===== src/rtl/fpmul_pkg.sv =====
// Shared types and constant builders for the sequential FP multiplier.
// Pure declarations; no timing or flow-control behaviour of its own.
// Consumers import it; nothing here holds state.
package fpmul_pkg;

    typedef enum logic [1:0] {IDLE, MUL, ROUND, DONE} state_t;

    localparam int FLG_INVALID   = 3;
    localparam int FLG_OVERFLOW  = 2;
    localparam int FLG_UNDERFLOW = 1;
    localparam int FLG_INEXACT   = 0;

    function automatic int bias_of(input int exp_w);
        return (1 << (exp_w - 1)) - 1;
    endfunction

    // Builders return 64-bit images; callers truncate to their DATA_W.
    function automatic logic [63:0] inf_bits(input int exp_w, input int man_w, input logic s);
        return (((64'd1 << exp_w) - 64'd1) << man_w) | ({63'd0, s} << (exp_w + man_w));
    endfunction

    function automatic logic [63:0] qnan_bits(input int exp_w, input int man_w);
        return inf_bits(exp_w, man_w, 1'b0) | (64'd1 << (man_w - 1));
    endfunction

    function automatic logic [63:0] zero_bits(input int exp_w, input int man_w, input logic s);
        return {63'd0, s} << (exp_w + man_w);
    endfunction

endpackage


===== src/rtl/fp_round_rne.sv =====
// Normalise + round-to-nearest-even + exponent saturation of a raw mantissa product.
// Purely combinational (zero latency); no flow control, the caller samples it in ROUND.
// Exception outputs exist only when FPMUL_EXC_FLAGS_EN is defined.
module fp_round_rne
    import fpmul_pkg::*;
#(
    parameter int EXP_W = 8,
    parameter int MAN_W = 23
) (
    input  logic [2*MAN_W+1:0]       p_i,
    input  logic signed [EXP_W+1:0]  exp_i,
    input  logic                     sign_i,
    output logic [EXP_W+MAN_W:0]     res_o
`ifdef FPMUL_EXC_FLAGS_EN
    ,
    output logic                     ovf_o,
    output logic                     unf_o,
    output logic                     inx_o
`endif
);
    localparam int M  = MAN_W + 1;
    localparam int PW = 2 * M;
    localparam int EW = EXP_W + 2;
    localparam int DW = 1 + EXP_W + MAN_W;
    localparam logic signed [EW-1:0] EMAX = EW'((2 ** EXP_W) - 1);

    logic                 norm;
    logic [PW-2:0]        sh;
    logic [MAN_W-1:0]     frac;
    logic                 guard;
    logic                 sticky;
    logic                 rnd_up;
    logic [MAN_W:0]       frac_r;
    logic signed [EW-1:0] e;
    logic                 ovf;
    logic                 unf;

    always_comb begin
        // Product lies in [1,4): the top bit selects which window holds the fraction.
        norm   = p_i[PW-1];
        sh     = norm ? p_i[PW-2:0] : {p_i[PW-3:0], 1'b0};
        frac   = sh[PW-2:M];
        guard  = sh[M-1];
        sticky = |sh[M-2:0];
        rnd_up = guard & (sticky | frac[0]);
        frac_r = {1'b0, frac} + {{MAN_W{1'b0}}, rnd_up};
        e      = exp_i + EW'(norm) + EW'(frac_r[MAN_W]);
        ovf    = (e >= EMAX);
        unf    = e[EW-1] | (e == '0);
        res_o  = {sign_i, e[EXP_W-1:0], frac_r[MAN_W-1:0]};
        if (ovf) begin
            res_o = DW'(inf_bits(EXP_W, MAN_W, sign_i));
        end else if (unf) begin
            res_o = DW'(zero_bits(EXP_W, MAN_W, sign_i));
        end
    end

`ifdef FPMUL_EXC_FLAGS_EN
    assign ovf_o = ovf;
    assign unf_o = unf;
    assign inx_o = guard | sticky | ovf | unf;
`endif

endmodule


===== src/rtl/fp_multiplier_seq.sv =====
// Iterative IEEE-style multiplier (shift-add, one multiplier bit per cycle); optional flags via FPMUL_EXC_FLAGS_EN.
// Latency: MAN_W+3 cycles on the normal path, 1 cycle for special operands.
// Accepts one op at a time (ready_o only in IDLE); result held in DONE until ready_i.
module fp_multiplier_seq
    import fpmul_pkg::*;
#(
    parameter int EXP_W = 8,
    parameter int MAN_W = 23
) (
    input  logic                     clk_i,
    input  logic                     rst_i,
    input  logic                     valid_i,
    output logic                     ready_o,
    input  logic [EXP_W+MAN_W:0]     dataA_i,
    input  logic [EXP_W+MAN_W:0]     dataB_i,
    output logic                     valid_o,
    input  logic                     ready_i,
    output logic [EXP_W+MAN_W:0]     data_o
`ifdef FPMUL_EXC_FLAGS_EN
    ,
    output logic [3:0]               flags_o
`endif
);
    localparam int M  = MAN_W + 1;
    localparam int PW = 2 * M;
    localparam int EW = EXP_W + 2;
    localparam int DW = 1 + EXP_W + MAN_W;
    localparam int CW = $clog2(M + 1);
    localparam int BIAS = bias_of(EXP_W);

    state_t               state_q, state_d;
    logic [CW-1:0]        cnt_q, cnt_d;
    logic [PW-1:0]        p_q, p_d;
    logic [M-1:0]         ma_q, ma_d, mb_q, mb_d;
    logic                 sign_q, sign_d;
    logic signed [EW-1:0] exp_q, exp_d;
    logic [DW-1:0]        data_q, data_d;
    logic [DW-1:0]        rnd_res;
    logic [M:0]           acc_sum;

    logic                 sa, sb;
    logic [EXP_W-1:0]     ea, eb;
    logic [MAN_W-1:0]     fa, fb;
    logic                 a_zero, b_zero, a_inf, b_inf, a_nan, b_nan;
    logic signed [EW-1:0] e_pre;

`ifdef FPMUL_EXC_FLAGS_EN
    logic [3:0] flags_q, flags_d;
    logic       ovf, unf, inx;
`endif

    assign sa = dataA_i[DW-1];
    assign sb = dataB_i[DW-1];
    assign ea = dataA_i[DW-2:MAN_W];
    assign eb = dataB_i[DW-2:MAN_W];
    assign fa = dataA_i[MAN_W-1:0];
    assign fb = dataB_i[MAN_W-1:0];
    assign a_zero = (ea == '0);
    assign b_zero = (eb == '0);
    assign a_inf  = (&ea) && (fa == '0);
    assign b_inf  = (&eb) && (fb == '0);
    assign a_nan  = (&ea) && (fa != '0);
    assign b_nan  = (&eb) && (fb != '0);
    assign e_pre  = EW'({2'b00, ea}) + EW'({2'b00, eb}) - EW'(BIAS);

    fp_round_rne #(.EXP_W(EXP_W), .MAN_W(MAN_W)) u_round (
        .p_i    (p_q),
        .exp_i  (exp_q),
        .sign_i (sign_q),
        .res_o  (rnd_res)
`ifdef FPMUL_EXC_FLAGS_EN
        ,
        .ovf_o  (ovf),
        .unf_o  (unf),
        .inx_o  (inx)
`endif
    );

    always_comb begin
        state_d = state_q;
        cnt_d   = cnt_q;
        p_d     = p_q;
        ma_d    = ma_q;
        mb_d    = mb_q;
        sign_d  = sign_q;
        exp_d   = exp_q;
        data_d  = data_q;
`ifdef FPMUL_EXC_FLAGS_EN
        flags_d = flags_q;
`endif
        acc_sum = {1'b0, p_q[PW-1:M]} + (mb_q[0] ? {1'b0, ma_q} : '0);
        case (state_q)
            IDLE: if (valid_i) begin
                sign_d = sa ^ sb;
`ifdef FPMUL_EXC_FLAGS_EN
                flags_d = '0;
`endif
                if (a_nan || b_nan || (a_inf && b_zero) || (b_inf && a_zero)) begin
                    data_d  = DW'(qnan_bits(EXP_W, MAN_W));
                    state_d = DONE;
`ifdef FPMUL_EXC_FLAGS_EN
                    flags_d[FLG_INVALID] = 1'b1;
`endif
                end else if (a_inf || b_inf) begin
                    data_d  = DW'(inf_bits(EXP_W, MAN_W, sa ^ sb));
                    state_d = DONE;
                end else if (a_zero || b_zero) begin
                    data_d  = DW'(zero_bits(EXP_W, MAN_W, sa ^ sb));
                    state_d = DONE;
                end else begin
                    cnt_d   = '0;
                    p_d     = '0;
                    ma_d    = {1'b1, fa};
                    mb_d    = {1'b1, fb};
                    exp_d   = e_pre;
                    state_d = MUL;
                end
            end
            MUL: begin
                // Add-shift: low product bits retire out of the bottom of P.
                p_d   = {acc_sum, p_q[M-1:1]};
                mb_d  = mb_q >> 1;
                cnt_d = cnt_q + 1'b1;
                if (cnt_q == CW'(M - 1)) state_d = ROUND;
            end
            ROUND: begin
                data_d  = rnd_res;
                state_d = DONE;
`ifdef FPMUL_EXC_FLAGS_EN
                flags_d = {1'b0, ovf, unf, inx};
`endif
            end
            DONE: if (ready_i) state_d = IDLE;
            default: state_d = IDLE;
        endcase
    end

    always_ff @(posedge clk_i or posedge rst_i) begin
        if (rst_i) begin
            state_q <= IDLE;
            cnt_q   <= '0;
            p_q     <= '0;
            ma_q    <= '0;
            mb_q    <= '0;
            sign_q  <= 1'b0;
            exp_q   <= '0;
            data_q  <= '0;
        end else begin
            state_q <= state_d;
            cnt_q   <= cnt_d;
            p_q     <= p_d;
            ma_q    <= ma_d;
            mb_q    <= mb_d;
            sign_q  <= sign_d;
            exp_q   <= exp_d;
            data_q  <= data_d;
        end
    end

`ifdef FPMUL_EXC_FLAGS_EN
    always_ff @(posedge clk_i or posedge rst_i) begin
        if (rst_i) flags_q <= '0;
        else       flags_q <= flags_d;
    end
    assign flags_o = flags_q;
`endif

    assign ready_o = (state_q == IDLE);
    assign valid_o = (state_q == DONE);
    assign data_o  = data_q;

endmodule

===== config.mk =====
export PLATFORM = sky130hd
export DESIGN_NAME = fp_multiplier_seq
export DESIGN_NICKNAME = d
export VERILOG_FILES = /design/src/rtl/fpmul_pkg.sv /design/src/rtl/fp_round_rne.sv /design/src/rtl/fp_multiplier_seq.sv
export SDC_FILE = /design/constraint.sdc
export NUM_CORES = 1
export LEC_CHECK = 0
export ABC_AREA = 1
export CAP_MARGIN = 20
export CORE_ASPECT_RATIO = 1.4
export CORE_MARGIN = 10
export CORE_UTILIZATION = 50
export CTS_BUF_LIST = sky130_fd_sc_hd__clkbuf_8
export CTS_CLUSTER_DIAMETER = 100
export CTS_CLUSTER_SIZE = 10
export DETAILED_ROUTE_END_ITERATION = 10
export MAX_ROUTING_LAYER = met4
export PLACE_DENSITY = 0.69
export REMOVE_ABC_BUFFERS = 1
export SLEW_MARGIN = 25
export SYNTH_ARGS = -nofsm -noshare
export SYNTH_HDL_FRONTEND = slang
export SYNTH_SLANG_ARGS = --single-unit

===== constraint.sdc =====
create_clock -name clk_i -period 9.8 [get_ports clk_i]
set_clock_uncertainty 0.1 [all_clocks]
set_input_delay 1.96 -clock clk_i [delete_from_list [all_inputs] [get_ports clk_i]]
set_output_delay 1.96 -clock clk_i [all_outputs]
set_load 0.02 [all_outputs]

# Word level (Yosys, flattened, before mapping)
# Index checks and enable logic that the tools add are counted.
word_totals:
  in_bits: 68
  ff_bits: 146
  word_cells: 94
  out_inout_bits: 34
op_classes:
  add_sub_neg: 7
  n_eq_ne: 11
  muxes: 31
  n_bitwise: 7
  order_cmp: 1
  n_reduce_logical: 29
op_table:
  columns: ["cell", "n"]
  rows:
  - ["two-way mux 48 bit", 4]
  - ["two-way mux 32 bit", 4]
  - ["two-way mux 24 bit", 5]
  - ["case mux 48 bit (2 select lines)", 1]
  - ["case mux 32 bit (2 select lines)", 1]
  - ["two-way mux 31 bit", 2]
  - ["case mux 24 bit (2 select lines)", 1]
  - ["two-way mux 47 bit", 1]
  - ["logical NOT 23 bit", 2]
  - ["nonzero test 23 bit", 2]
  - ["adder 24 x 24 -> 25 bit", 1]
  - ["adder 23 x 1 -> 24 bit", 1]
  - ["OR reduction 23 bit", 1]
  - ["adder 10 x 1 -> 10 bit", 2]
  - ["two-way mux 5 bit", 4]
  - ["logical NOT 8 bit", 2]
  - ["AND reduction 8 bit", 2]
  - ["two-way mux 2 bit", 6]
  - [">= comparator 10 x 9 -> 1 bit, second input constant", 1]
  - ["logical NOT 10 bit", 1]
  - ["inequality test 2 bit, second input constant", 5]
  - ["case mux 5 bit (2 select lines)", 1]
  - ["AND reduction 5 bit", 2]
  - ["subtractor 9 x 7 -> 10 bit, second input constant", 1]
  - ["18 further kinds", 33]

# Logic depth before layout (Yosys ltp)
depth:
  word_depth: 11
  mapped_depth: 28
  depth_no_buf: 27

# Hierarchy
# Synthesis repeated with hierarchy kept, for this count alone.
hier_totals:
  cells_unflattened: 1731
  area_unflattened_um2: 10935.5
by_module_without_submodules:
  columns: ["mod", "instances", "area_each_um2", "seq_area_each_um2", "cells_each"]
  rows:
  - ["fp_multiplier_seq", 1, 9282.7, 3653.5, 1389]
  - ["fp_round_rne", 1, 1652.8, 0.0, 342]

# Worst setup path before layout
# OpenSTA, ideal clock, no wires.
synth_path:
  path_kind: "input -> register"
  from: "input dataA_i[24]"
  to: "register exp_q[9]"
  t_required_ps: 9622
  setup_ps: 78
  t_arrival_ps: 3526
  n_path_buf: 0
  setup_slack_ps: 6097
  stages: 10
  path_cell_list: "ha_1 -> ha_1 -> fa_1 -> nand3_1 -> nand3_1 -> a21oi_1 -> o21bai_1 -> a21oi_1 -> a21oi_1 -> a21oi_1"
synth_via:
  elab_chain_len: 7
  word_cells_on_any_way: 17
  classes_between: "add/sub: 2; bitwise: 3; reduce/logical: 12"
synth_lines:
  columns: ["element", "line_no", "rtl"]
  rows:
  - ["start, declared", "fp_multiplier_seq.sv:14", "input logic [EXP_W+MAN_W:0] dataA_i,"]
  - ["branches (longest 7 deep; another with subtractor 9 x 7 -> 10 bit)", null, null]
  - ["end signal, assigned", "fp_multiplier_seq.sv:155", "exp_q <= exp_d;"]
  - ["end, declared", "fp_multiplier_seq.sv:36", "logic signed [EW-1:0] exp_q, exp_d;"]
# Parallel ways; which one is timed is not known.
# A chain may end at the register's enable or synchronous reset.

# Worst setup path in the final report
layout_path:
  from: "input dataB_i[17]"
  to: "register p_q[34]"
layout_via:
  elab_chain_len: 7
  word_cells_on_any_way: 12
  classes_between: "eq/ne: 2; reduce/logical: 10"
layout_lines:
  columns: ["element", "line_no", "rtl"]
  rows:
  - ["start, declared", "fp_multiplier_seq.sv:15", "input logic [EXP_W+MAN_W:0] dataB_i,"]
  - ["nonzero test 23 bit", "fp_multiplier_seq.sv:63", "assign b_nan = (&eb) && (fb != '0);"]
  - ["logical AND 1 bit", "fp_multiplier_seq.sv:63", null]
  - ["logical OR 1 bit (3 in a row)", "fp_multiplier_seq.sv:98", "if (a_nan || b_nan || (a_inf && b_zero) || (b_inf && a_zero)) begin"]
  - ["inequality test 2 bit (no source line)", null, null]
  - ["AND reduction 5 bit (no source line) (*)", null, null]
  - ["end signal, assigned", "fp_multiplier_seq.sv:151", "p_q <= p_d;"]
  - ["end, declared", "fp_multiplier_seq.sv:33", "logic [PW-1:0] p_q, p_d;"]
# Every way passes the cells marked *; elsewhere a longest branch is shown, timed or not.

==> metrics.md <==
| Metric | Value |
|---|---|
| Worst-case vdd ir drop | 0.108 mV |
| Number of port buffers | just over 100 |
| First-pass GRT wire length | 39500 µm |
| Number of antenna violations at the first check in global routing | 0 |
| Hpwl dp | 18000 µm |
| Min setup slack post-route | 5.49 ns |
| Post-synth ARST share | 1.00 |
| Total DRC errors in the routed layout | 0 |
| Count of hold-fix buffers inserted at cts | 0 |
| DR pass1 iterations | 5 |
| Global placer's final weighted congestion | between 0.9 and 1 |
| Area growth syn-to-layout | 16.2% |
| Required time at the endpoint of the critical path | 10.06 ns |
| Min-Delay Path Class | flip-flop to flip-flop |
| FF+latch count, synth | 146 |
| Top cell type by total area after synthesis | sky130_fd_sc_hd__dfrtp_1 |
| Share of the synthesized area in the top cell type | 0.376 |
| Cell leakage power | 5.81 nW |
| Final setup vio count | 0 |
| RSZ-0062 raised after global routing | no |
| Time the final worst path needs with I/O delays and setup | about 4.3 ns |
| All-Layer GR Usage | 0.195 |
| Vias in the first global route | 8472 |
| Yosys cell types | 38 |
| Drt total wl | 23300 µm |
| Category of the critical setup timing path | input port to flip-flop |
| Pin count of the biggest net entering global routing | 93 |
| Crit path cell chain | clkdlybuf4s50_1 -> nor2_1 -> nand3_1 -> nor2_1 -> nand4_1 -> nand2_1 -> nand4_1 -> nand2_2 -> buf_4 -> nand3_1 -> o21ai_0 |
| Clock tree root driver cell | sky130_fd_sc_hd__clkbuf_8 |
| DIE WIDTH | 138 µm |
| Worst rel slew slack | 0.453 |
| Number of buffers inserted to repair setup after CTS | 0 |
| DR vias | 8771 |
| R2r worst-path depth | 22 |
| Cell types with the highest counts after synthesis | sky130_fd_sc_hd__nand2_1, sky130_fd_sc_hd__inv_1, sky130_fd_sc_hd__dfrtp_1 |
| Critical path peak fanout | 92 |
| Area contributors post-synth | sky130_fd_sc_hd__dfrtp_1, sky130_fd_sc_hd__nand2_1, sky130_fd_sc_hd__inv_1, sky130_fd_sc_hd__o21ai_0, sky130_fd_sc_hd__ha_1 |
| Tcrit/Tclk final | 0.440 |
| Mean number of vias per cell | 5.05 |
| Clock insertion delay at the later pin of the skew report | 0.46 ns |
| Max stage delay on crit path | 0.68 ns |
| CORE AREA | between 15000 and 20000 µm² |
| Number of placement rows | 60 |
| Resized Gates After CTS | 0 |
| Setup crit start kind | input port |
| Number of antenna repair diodes | 0 |
| Initial detailed-routing violation count | 463 |
| Starting Density | 0.508 |
| Cell area after technology mapping | 9720 µm² |
| Antenna-violating nets left | 0 |
| Final TNS setup | 0 ns |
| Signal arrival time at the worst endpoint | 4.57 ns |
| Number of H-tree levels | 4 |
| Seq/Total Area, Yosys | 0.376 |
| Result of the run | completed |
| Cell with the most instances after synthesis | sky130_fd_sc_hd__nand2_1 |
| Worst path slowest cell | sky130_fd_sc_hd__buf_4 |
| Max Cap Violations | 0 |
| Number of top-level design ports | 102 |
| Logic depth of the worst setup path including buffers | 11 |
| Final Hold Violating Endpoints | 0 |
| Crit-path leading delay family | simple AND/OR/NAND/NOR gates |
| Nets | 1593 |
| TritonCTS clock tree | built |
| Most used flip-flop cell after synthesis | sky130_fd_sc_hd__dfrtp_1 |
| Mean post-synth cell area | 6.95 µm² |
| Total power divided by cell area | ~250 nW/µm² |
| Number of buffers between clock root and the deepest sink | 2 |
| Number of enable-type register cells in the synthesized netlist | 0 |
| Yosys warnings | 0 |
| Number of sinks handled by clock tree synthesis | around 150 |
| Number of buffers and inverters on the critical path | 2 |
| Ratio of cells with drive above 1 in the final layout | 0.0403 |
| Final routed wire length divided by cell count | approximately 13 µm |
| Transition at the pin with the smallest max-transition slack | 0.820 ns |
| Die H | 185 µm |
| Grt ovf | 0 |
| Inserted Clock Buffers | 17 |
| Clock slew seen by the registers of the worst setup and hold paths | around 0.08 ns |
| CP endpoint kind | flip-flop |
| Pre-CTS worst setup slack | approximately 5 ns |
| Die Outline Area | ~25000 µm² |
| Max frequency | 232 MHz |
| Final-report max-slew violation count | 0 |
| Worst Hold Path Cells | 2 |
| Synthesized instance count | 1399 |
-- worst min-delay path: stages (launching register included) --
cell,delay [ns]
sky130_fd_sc_hd__dfrtp_1,0.35
sky130_fd_sc_hd__inv_1,0.04
sky130_fd_sc_hd__nand2_1,0.05
-- metrics by stage --
step | cell area, µm² | utilization | hold WS (ns) | cells | total power [mW]
6_report | 11300 | 0.590 | 0.370 | 1738 | 2.77
3_3_place_gp | 10900 | 0.568 | 0.350 | 1706 | 2.26
5_1_grt | 11300 | 0.590 | 0.404 | 1738 | 3.05
4_1_cts | 11300 | 0.590 | 0.371 | 1738 | 2.79
3_5_place_dp | 10900 | 0.568 | 0.351 | 1706 | 2.29
2_1_floorplan | 9500 | - | 0.334 | 1351 | 1.90
-- cell usage in the layout (no fill, tap or decap), types with 30 or more instances in the layout --
cell                              synthesis  layout
sky130_fd_sc_hd__a21oi_1                 56      56
sky130_fd_sc_hd__nand4_1                 30      30
sky130_fd_sc_hd__ha_1                    45      45
sky130_fd_sc_hd__inv_1                  216     215
sky130_fd_sc_hd__clkdlybuf4s50_1          0     101
sky130_fd_sc_hd__o21ai_0                144     144
sky130_fd_sc_hd__nand3_1                107     107
sky130_fd_sc_hd__nor2_1                 117     117
sky130_fd_sc_hd__nand2_1                379     378
sky130_fd_sc_hd__dfrtp_1                146     146
-- area by class of cell --
type / count / area [µm²]
fill: 1876 / 7850
multi-input combinational: 987 / 5030
sequential: 146 / 3650
timing repair buffer: 107 / 1060
inverter: 218 / 823
tap: 248 / 310
clock buffer: 20 / 275
clock inverter: 12 / 145
-- state kept, by name (all words and copies together), names as in the netlist --
name and flops:
cnt_q 5, p_q 48, mb_q 24, state_q 2, ma_q 24, sign_q 1, data_o 32, exp_q 10
-- worst paths after layout --
path	startpoint	end	slack (ns)
max	dataB_i[17]	p_q[34]	5.49
min	ma_q[23]	ma_q[23]	0.37
max reg2reg	p_q[47]	data_o[20]	5.67
min reg2reg	ma_q[23]	ma_q[23]	0.37
max in group asynchronous	rst_i	p_q[32]	6.65
min in group asynchronous	rst_i	mb_q[5]	1.84
-- power by group --
part	total, mW	internal [mW]	switching, mW
sequential	0.920	0.785	0.136
clock	0.495	0.252	0.243
combinational	1.36	0.460	0.897
-- logic make-up (layout without fill, tap and decap cells) --
| logic type | Yosys count | count (layout) | synth area share |
|---|---|---|---|
| xor+xnor | 39 | 39 | 0.0352 |
| flops | 146 | 146 | 0.376 |
| compound gates | 231 | 231 | 0.126 |
| fa+ha+maj | 48 | 48 | 0.0641 |
| simple gates | 669 | 669 | 0.292 |
| buf+inv | 266 | 357 | 0.107 |
-- routing by layer --
| layer | track usage | wire [µm] | vias up |
|---|---|---|---|
| met5 | - | 0 | - |
| met4 | 0.0573 | 411 | 0 |
| met2 | 0.334 | 11600 | 167 |
| li1 | - | - | 4614 |
| met1 | 0.226 | 10200 | 3962 |
| met3 | 0.0369 | 1170 | 28 |
(Power assumes the default switching activity.)
